--- config.mk ---
export PLATFORM = sky130hd
export DESIGN_NAME = counter_ext
export DESIGN_NICKNAME = d
export VERILOG_FILES = /design/src/rtl/counter_ext.sv
export SDC_FILE = /design/constraint.sdc
export NUM_CORES = 1
export LEC_CHECK = 0
export BUFFER_PORTS_ARGS = -buffer_cell sky130_fd_sc_hd__buf_2
export CAP_MARGIN = 20
export CORE_MARGIN = 5
export CORE_UTILIZATION = 45
export DETAILED_ROUTE_END_ITERATION = 6
export PLACE_DENSITY = 0.7
export SKIP_CTS_REPAIR_TIMING = 1
export SYNTH_ARGS = -nofsm -noshare
export SYNTH_HDL_FRONTEND = slang
export SYNTH_SLANG_ARGS = --single-unit
--- constraint.sdc ---
create_clock -name clk -period 5.1 [get_ports clk]
set_input_delay 0.765 -clock clk [delete_from_list [all_inputs] [get_ports clk]]
set_output_delay 0.765 -clock clk [all_outputs]
set_load 0.01 [all_outputs]
--- src/rtl/counter_ext.sv ---
// -----------------------------------------------------------------------------
// counter_ext -- parametrised event/timebase counter
//
// An up/down counter with enable, synchronous clear and load, a programmable
// terminal value (count range 0..limit), wrap or saturate behaviour at the
// boundary, a clock prescaler and a registered terminal-count pulse.
//
// Parameters
//   WIDTH      : width of count, load_val and limit (2..32)
//   PRESCALE_W : width of the prescaler divide field (1..16)
//   SATURATE   : 0 = wrap at the boundary, 1 = clamp at the boundary
//
// Ports
//   clk      : clock, rising edge
//   rst      : asynchronous active-high reset
//   en       : count enable, gates the prescaler
//   up_dn    : direction, 1 = up, 0 = down (sampled on each tick)
//   clear    : synchronous clear of count and prescaler (highest priority)
//   load     : synchronous load of load_val
//   load_val : value written by load (may exceed limit)
//   limit    : terminal value
//   prescale : a tick occurs every prescale+1 enabled cycles
//   out      : current count, registered
//   tc       : one-cycle terminal-count pulse, registered, aligned with out
//   sat      : high while parked at the boundary (SATURATE=1 only)
// -----------------------------------------------------------------------------
module counter_ext #(
   parameter int WIDTH      = 8,
   parameter int PRESCALE_W = 4,
   parameter int SATURATE   = 0
) (
   input  logic                  clk,
   input  logic                  rst,
   input  logic                  en,
   input  logic                  up_dn,
   input  logic                  clear,
   input  logic                  load,
   input  logic [WIDTH-1:0]      load_val,
   input  logic [WIDTH-1:0]      limit,
   input  logic [PRESCALE_W-1:0] prescale,
   output logic [WIDTH-1:0]      out,
   output logic                  tc,
   output logic                  sat
);

   logic [PRESCALE_W-1:0] pre_reg, pre_next;
   logic [WIDTH-1:0]      out_reg, out_next;
   logic                  tc_reg, tc_next;

   logic                  tick;
   logic                  at_top;
   logic                  at_zero;
   logic [WIDTH-1:0]      inc_val;
   logic [WIDTH-1:0]      dec_val;

   // Candidate next values for a tick in each direction, chosen by mode.
   logic [WIDTH-1:0]      up_val, dn_val;
   logic                  up_tc, dn_tc;
   logic                  sat_level;

   assign at_top  = (out_reg >= limit);
   assign at_zero = (out_reg == '0);
   assign inc_val = out_reg + WIDTH'(1);
   assign dec_val = out_reg - WIDTH'(1);

   // Equality compare (not >=) so a prescale lowered below the current phase
   // lets pre run on and wrap naturally instead of forcing an early tick.
   assign tick = en && (pre_reg == prescale);

   generate
      if (SATURATE != 0) begin : g_sat
         always_comb begin
            up_val = limit;
            up_tc  = 1'b0;
            dn_val = '0;
            dn_tc  = 1'b0;
            if (!at_top) begin
               up_val = inc_val;
               // Pulse only on arrival at the boundary, never while parked.
               up_tc  = (inc_val == limit);
            end
            if (!at_zero) begin
               dn_val = dec_val;
               dn_tc  = (out_reg == WIDTH'(1));
            end
         end
         assign sat_level = (up_dn && at_top) || (!up_dn && at_zero);
      end else begin : g_wrap
         always_comb begin
            up_val = '0;
            up_tc  = 1'b1;
            dn_val = limit;
            dn_tc  = 1'b1;
            if (!at_top) begin
               up_val = inc_val;
               up_tc  = 1'b0;
            end
            if (!at_zero) begin
               dn_val = dec_val;
               dn_tc  = 1'b0;
            end
         end
         assign sat_level = 1'b0;
      end
   endgenerate

   // Next-state selection: clear > load > tick > hold.
   always_comb begin
      pre_next = pre_reg;
      out_next = out_reg;
      tc_next  = 1'b0;
      if (clear) begin
         pre_next = '0;
         out_next = '0;
      end else if (load) begin
         pre_next = '0;
         out_next = load_val;
      end else if (en) begin
         if (tick) begin
            pre_next = '0;
            if (up_dn) begin
               out_next = up_val;
               tc_next  = up_tc;
            end else begin
               out_next = dn_val;
               tc_next  = dn_tc;
            end
         end else begin
            pre_next = pre_reg + PRESCALE_W'(1);
         end
      end
   end

   always_ff @(posedge clk or posedge rst) begin
      if (rst) begin
         pre_reg <= '0;
         out_reg <= '0;
         tc_reg  <= 1'b0;
      end else begin
         pre_reg <= pre_next;
         out_reg <= out_next;
         tc_reg  <= tc_next;
      end
   end

   assign out = out_reg;
   assign tc  = tc_reg;
   assign sat = sat_level;

endmodule

==> summary.md, run 1 <==
| Metric | Value |
|---|---|
| Cell chain of the critical path | `inv_1 > ha_1 > or4b_1 > nor2_4 > mux2_1 > nand4b_1 > a311oi_2` |
| Final min period | `about 2.5 ns` |
| YS warnings | `0` |
| Overall Power | `about 0.3 mW` |
| Vias | `between 1000 and 1500` |
| Max-cap viol count | `0` |
| Final Hold Fails | `0` |
| Core Footprint | `roughly 3000 um2` |
| Worst Skew | `0.00210 ns` |
| Final setup vio count | `0` |
| Fmax | `405 MHz` |
| Max transition margin | `0.407` |
| First-pass GRT wire length | `~5600 um` |
| Cell Area, Placed | `around 1500 um2` |
| DRC viols | `0` |
| Pre-CTS WS | `2.66 ns` |
| Slowest CP cell | `or4b_1` |
| Register area share after synthesis | `0.238` |
| Syn Nets | `~220` |
| CP Data Required Time | `between 5 and 6 ns` |
| GP Congestion | `a little over 0.8` |
| Largest register FFs | `8` |
| Worst setup path class | `reg -> reg` |
| Vias in the first global route | `roughly 1200` |
| Fin. max-slew vios | `0` |
| Top delay family on crit path | `simple AND/OR/NAND/NOR gates` |
| Mapped cell area | `~1400 um2` |
| Slew @ Worst Pin | `a little under 0.9 ns` |
| Setup TNS | `0 ns` |
| Crit-path max cell delay | `~0.6 ns` |
| I/O pins | `36` |
| Grt total ovfl | `0` |
| H-tree lvl count | `1` |
| RSZ-0062 raised after global routing | `no` |
| Die Span X | `between 60 and 70 um` |
| Util after Layout | `0.523` |
| Antenna-violating nets left | `0` |
| Pwr dens | `between 150 and 200 nW/um2` |
| Final WS setup | `between 2 and 3 ns` |
| Die footprint | `roughly 4200 um2` |
| CTS clk-pin slew, worst paths | `about 0.08 ns` |
| Share of cells above drive strength 1 | `0.213` |
| Mean area per synthesized cell | `7.60 um2` |
| Final Cell Area | `about 1600 um2` |
| Critical path data arrival time | `2.57 ns` |
| CP max FO | `10` |
| Worst Hold Class | `in -> async` |
| Initial DRC Count | `51` |
| Buffer depth of the longest clock path | `2` |
| Aggregate global-route resource usage | `0.167` |
| Antenna cells | `0` |
| Fillers | `302` |
| WL/cell | `~14 um` |
| Synthesis-to-finish area growth | `13.9%` |
| Synth Instances | `180` |
| Leakage | `~0.75 nW` |
| Yosys reg bits | `13` |
| Initial antenna violation count | `0` |
| Final Non-Filler Cells | `240` |
| Root buffer cell | `clkbuf_4` |
| Tcrit/Tclk final | `0.484` |
| Hold WS | `0.507 ns` |
| Synth unique cells | `44` |
| Reg2reg setup slack | `2.63 ns` |
| CTS Sinks | `13` |
| TritonCTS clock tree | `yes` |
| Starting Density | `0.459` |
| CP bufs+invs | `1` |
| Worst flop-to-flop path startpoint | `out[0]` |
| Register area | `~330 um2` |
| # rows | `20` |
| Crit. End Element | `register` |
| Clock Latency Late Sink | `0.27 ns` |
| Largest net degree at the start of global routing | `19` |
| Post-placement cell count | `~240` |
| Final wirelength | `3420 um` |
| Startpoint Class | `register` |
| Status | `finished clean` |
| DP Wirelength | `between 2000 and 3000 um` |
| PortBufs | `34` |
| Nets | `246` |
| DR pass1 iterations | `4` |
| VDD IR max | `about 0.11 mV` |
| Die Y | `between 60 and 70 um` |
| Worst setup path start | `out[0]` |
| Vias/cell | `between 5 and 6` |
| CTS Buf Count | `3` |
| Area of the multi-input gates | `923 um2` |
-- worst reg2reg max path, cell delays in order, from the launching register on --
cell and delay [ns]:
dfrtp_1 0.51, inv_1 0.18, ha_1 0.23, or4b_1 0.60, nor2_4 0.22, mux2_1 0.35, nand4b_1 0.12, a311oi_2 0.10
-- synthesized netlist by cell type (all sizes together) --
master	n	area, um2
or2	1	6.26
or4	1	11.3
nor4b	2	17.5
or3	2	12.5
and2	1	6.26
nand4b	1	8.76
nor2b	2	12.5
dfrtp	13	325
o21ai	10	50.1
o2bb2ai	1	8.76
a211oi	2	15.0
nand2b	3	18.8
buf	3	17.5
or4b	1	10.0
a21boi	1	7.51
nor2	15	63.8
o22ai	3	18.8
nand3	7	35.0
xnor2	7	61.3
o211a	2	20.0
nand3b	5	37.5
ha	12	150
conb	1	3.75
mux2	1	11.3
nand2	16	60.1
clkbuf	8	30.0
xor2	2	17.5
a22o	1	8.76
o221ai	5	43.8
a21oi	12	60.1
nor3b	1	7.51
and3	1	6.26
nor3	5	25.0
mux2i	1	10.0
a311oi	1	15.0
o31ai	3	27.5
nand4	6	37.5
a221oi	2	17.5
inv	19	71.3
-- cells by family (layout without fill, tap and decap cells) --
group	Yosys count	after routing	share of synthesized area
compound gates	43	43	0.214
xor+xnor	9	9	0.0576
fa+ha+maj	12	12	0.110
buf+inv	30	57	0.0869
flops	13	13	0.238
mux	2	2	0.0156
other cells	1	1	0.00274
simple gates	70	70	0.275
-- layout by cell type, fill, tap and decap left out, types with 4 or more instances in the layout --
| cell type | n |
|---|---|
| nor2_1 | 14 |
| xnor2_1 | 7 |
| nand3_1 | 7 |
| o221ai_1 | 5 |
| o21ai_0 | 4 |
| ha_1 | 12 |
| a21oi_1 | 12 |
| nand3b_1 | 5 |
| o21ai_1 | 6 |
| nand4_1 | 6 |
| nand2_1 | 16 |
| buf_2 | 34 |
| nor3_1 | 5 |
| inv_1 | 17 |
| dfrtp_1 | 13 |
-- final timing paths --
path,cells past startpoint,end
worst max register to register,7,out[0]
worst max-delay path,7,out[0]
worst min register to register,2,pre_reg[3]
min in group clk,2,pre_reg[3]
worst min-delay path,2,out[2]
max in group asynchronous,2,pre_reg[3]
-- area by class of cell --
class                   instances  area share
multi-input cells             137       0.593
flip-flops and latches         13       0.209
repair buffers                 34       0.109
inverters                      19      0.0458
well taps                      33      0.0265
clock buffers                   4      0.0169
-- where the power goes --
group          total [mW]  internal [mW]  switching (mW)
registers           0.125          0.108          0.0168
logic               0.110         0.0492          0.0605
clock network      0.0640         0.0302          0.0338
-- routing by layer --
metal	up-vias	track usage	routed length (um)
met5	-	0	0
met4	0	0.0492	53
met3	6	0.0222	252
met2	54	0.250	1550
met1	626	0.249	1560
li1	696	-	-
No activity file was read; power rests on OpenSTA's default activity.
==> run 2, diff against run 1 <==
--- a/config.mk
+++ b/config.mk
@@ -10,7 +10,7 @@
 export CORE_MARGIN = 5
 export CORE_UTILIZATION = 45
 export DETAILED_ROUTE_END_ITERATION = 6
-export PLACE_DENSITY = 0.7
+export PLACE_DENSITY = 0.73
 export SKIP_CTS_REPAIR_TIMING = 1
 export SYNTH_ARGS = -nofsm -noshare
 export SYNTH_HDL_FRONTEND = slang
==> constraint.sdc (replaced) <==
create_clock -name clk -period 2.11 [get_ports clk]
set_input_delay 0.3165 -clock clk [delete_from_list [all_inputs] [get_ports clk]]
set_output_delay 0.3165 -clock clk [all_outputs]
set_load 0.01 [all_outputs]
==> summary.md, run 2 (same netlist as run 1, synthesis figures left out) <==
| Metric | Value |
|---|---|
| Register area | `325 um2 (unchanged)` |
| First-pass GRT wire length | `6310 um (+13%)` |
| Aggregate global-route resource usage | `0.188 (+0.0208)` |
| Fin. max-slew vios | `0 (unchanged)` |
| Die footprint | `4240 um2 (unchanged)` |
| Critical path data arrival time | `2.16 ns (-0.41 ns)` |
| Final wirelength | `3720 um (+8.7%)` |
| Final Non-Filler Cells | `254 (+5.8%)` |
| VDD IR max | `0.265 mV (+150%)` |
| CTS Sinks | `13 (unchanged)` |
| Antenna-violating nets left | `0 (unchanged)` |
| GP Congestion | `0.974 (+19%)` |
| Final setup vio count | `0 (unchanged)` |
| CTS Buf Count | `3 (unchanged)` |
| Antenna cells | `0 (unchanged)` |
| Commonest non-fill, non-tap cell in the layout | `buf_2` |
| # rows | `20 (unchanged)` |
| Status | `finished clean` |
| Starting Density | `0.459 (unchanged)` |
| Die Y | `65.1 um (unchanged)` |
| Clock Latency Late Sink | `0.28 ns (about the same)` |
| Worst flop-to-flop path startpoint | `out[1]` |
| Final Hold Fails | `0 (unchanged)` |
| Cell Area, Placed | `1660 um2 (+8.3%)` |
| Initial antenna violation count | `0 (unchanged)` |
| Pwr dens | `462 nW/um2 (+140%)` |
| Largest net degree at the start of global routing | `14 (-5)` |
| CTS clk-pin slew, worst paths | `0.09 ns (about the same)` |
| CP Data Required Time | `2.26 ns (-2.95 ns)` |
| Crit. End Element | `register` |
| R2r endpoint | `out[0]` |
| Startpoint Class | `register` |
| Max-cap viol count | `0 (unchanged)` |
| I/O pins | `36 (unchanged)` |
| Area of the multi-input gates | `943 um2 (+2.2%)` |
| Nets | `260 (+5.7%)` |
| Synthesis-to-finish area growth | `23.2%` |
| PortBufs | `34 (unchanged)` |
| Vias | `1439 (+4.1%)` |
| Final Cell Area | `1690 um2 (+8.2%)` |
| DRC viols | `0 (unchanged)` |
| DR pass1 iterations | `4 (unchanged)` |
| Reg2reg setup slack | `0.1 ns (-2.53 ns)` |
| Post-placement cell count | `250 (+5.9%)` |
| Die Span X | `65.1 um (unchanged)` |
| Share of cells above drive strength 1 | `0.285 (+0.0725)` |
| Grt total ovfl | `0 (unchanged)` |
| Vias/cell | `5.67 (-1.6%)` |
| CP max FO | `6 (-4)` |
| Initial DRC Count | `68 (+33%)` |
| Root buffer cell | `clkbuf_4` |
| Buffer depth of the longest clock path | `2 (unchanged)` |
| Fmax | `497 MHz (+23%)` |
| H-tree lvl count | `1 (unchanged)` |
| Register-to-Register Path Depth | `7 (unchanged)` |
| Core Footprint | `2980 um2 (unchanged)` |
| RSZ-0062 raised after global routing | `no` |
| Max transition margin | `0.643 (+0.236)` |
| Worst setup path class | `reg -> reg` |
| TritonCTS clock tree | `yes` |
| Final min period | `2.01 ns (-0.455 ns)` |
| Setup TNS | `0 ns (unchanged)` |
| Leakage | `0.826 nW (+10%)` |
| Tcrit/Tclk final | `0.954 (+0.470)` |
| Worst Hold Class | `in -> async` |
| Slew @ Worst Pin | `0.535 ns (-0.348 ns)` |
| DP Wirelength | `3020 um (+12%)` |
| WL/cell | `14.6 um (+2.7%)` |
| Worst Skew | `0.00272 ns (+0.000627 ns)` |
| Vias in the first global route | `1406 (+17%)` |
| Largest register FFs | `8 (unchanged)` |
| Fillers | `300 (-0.66%)` |
| Most frequent cells in the layout | `34 x buf_2, 16 x nand2_1, 15 x inv_1` |
## run 2: cell count changes in the layout (fill, tap and decap cells not counted)
| cell | delta |
|---|---|
| buf_4 | +14 |
| inv_4 | +1 |
| inv_1 | -2 |
| ha_4 | +1 |
| mux2_4 | +1 |
| or4b_1 | -1 |
| ha_1 | -1 |
| or4b_4 | +1 |
| mux2_1 | -1 |
| inv_2 | +1 |
## run 2: where the power goes
group,switching [mW],internal [mW],leakage (nW)
sequential,0.0234,0.262,0.173
clock,0.0891,0.0735,0.0150
combinational,0.176,0.155,0.637
## run 2: critical path: stages (launching register included)
cell and delay [ns]:
dfrtp_1 0.44, inv_2 0.10, ha_4 0.14, or4b_4 0.51, nor2_4 0.16, mux2_4 0.31, nand4b_1 0.12, a311oi_2 0.10
## run 2: per-layer routing
layer,share of wire,global-route usage
met1,0.45,0.245
met2,0.47,0.317
met3,0.067,0.0393
met4,0.014,0.0466
met5,0,0
## run 2: area by class of cell
type | count | area share
inverters | 19 | 0.0438
well taps | 33 | 0.0245
multi-input cells | 137 | 0.560
flip-flops and latches | 13 | 0.193
clock buffers | 4 | 0.0156
repair buffers | 48 | 0.163
## run 2: worst max-delay path by stage
stage | start | end | slack, ns | depth (start not counted)
3_5_place_dp | out[1] | out[0] | 0.11 | 7
4_1_cts | out[1] | out[0] | 0.09 | 7
2_1_floorplan | out[1] | out[0] | 0.002 | 9
6_report | out[1] | out[0] | 0.1 | 7
3_3_place_gp | out[1] | out[0] | 0.18 | 7
5_1_grt | out[6] | out[3] | 0.03 | 6
## run 2: metrics by stage
step | util | power (mW) | setup WS [ns] | hold WS [ns]
2_1_floorplan | - | 0.516 | 0.00225 | 0.193
3_3_place_gp | 0.557 | 0.616 | 0.179 | 0.376
3_5_place_dp | 0.557 | 0.621 | 0.113 | 0.389
4_1_cts | 0.566 | 0.784 | 0.0923 | 0.0745
5_1_grt | 0.566 | 0.842 | 0.0254 | 0.0913
6_report | 0.566 | 0.779 | 0.0969 | 0.0572
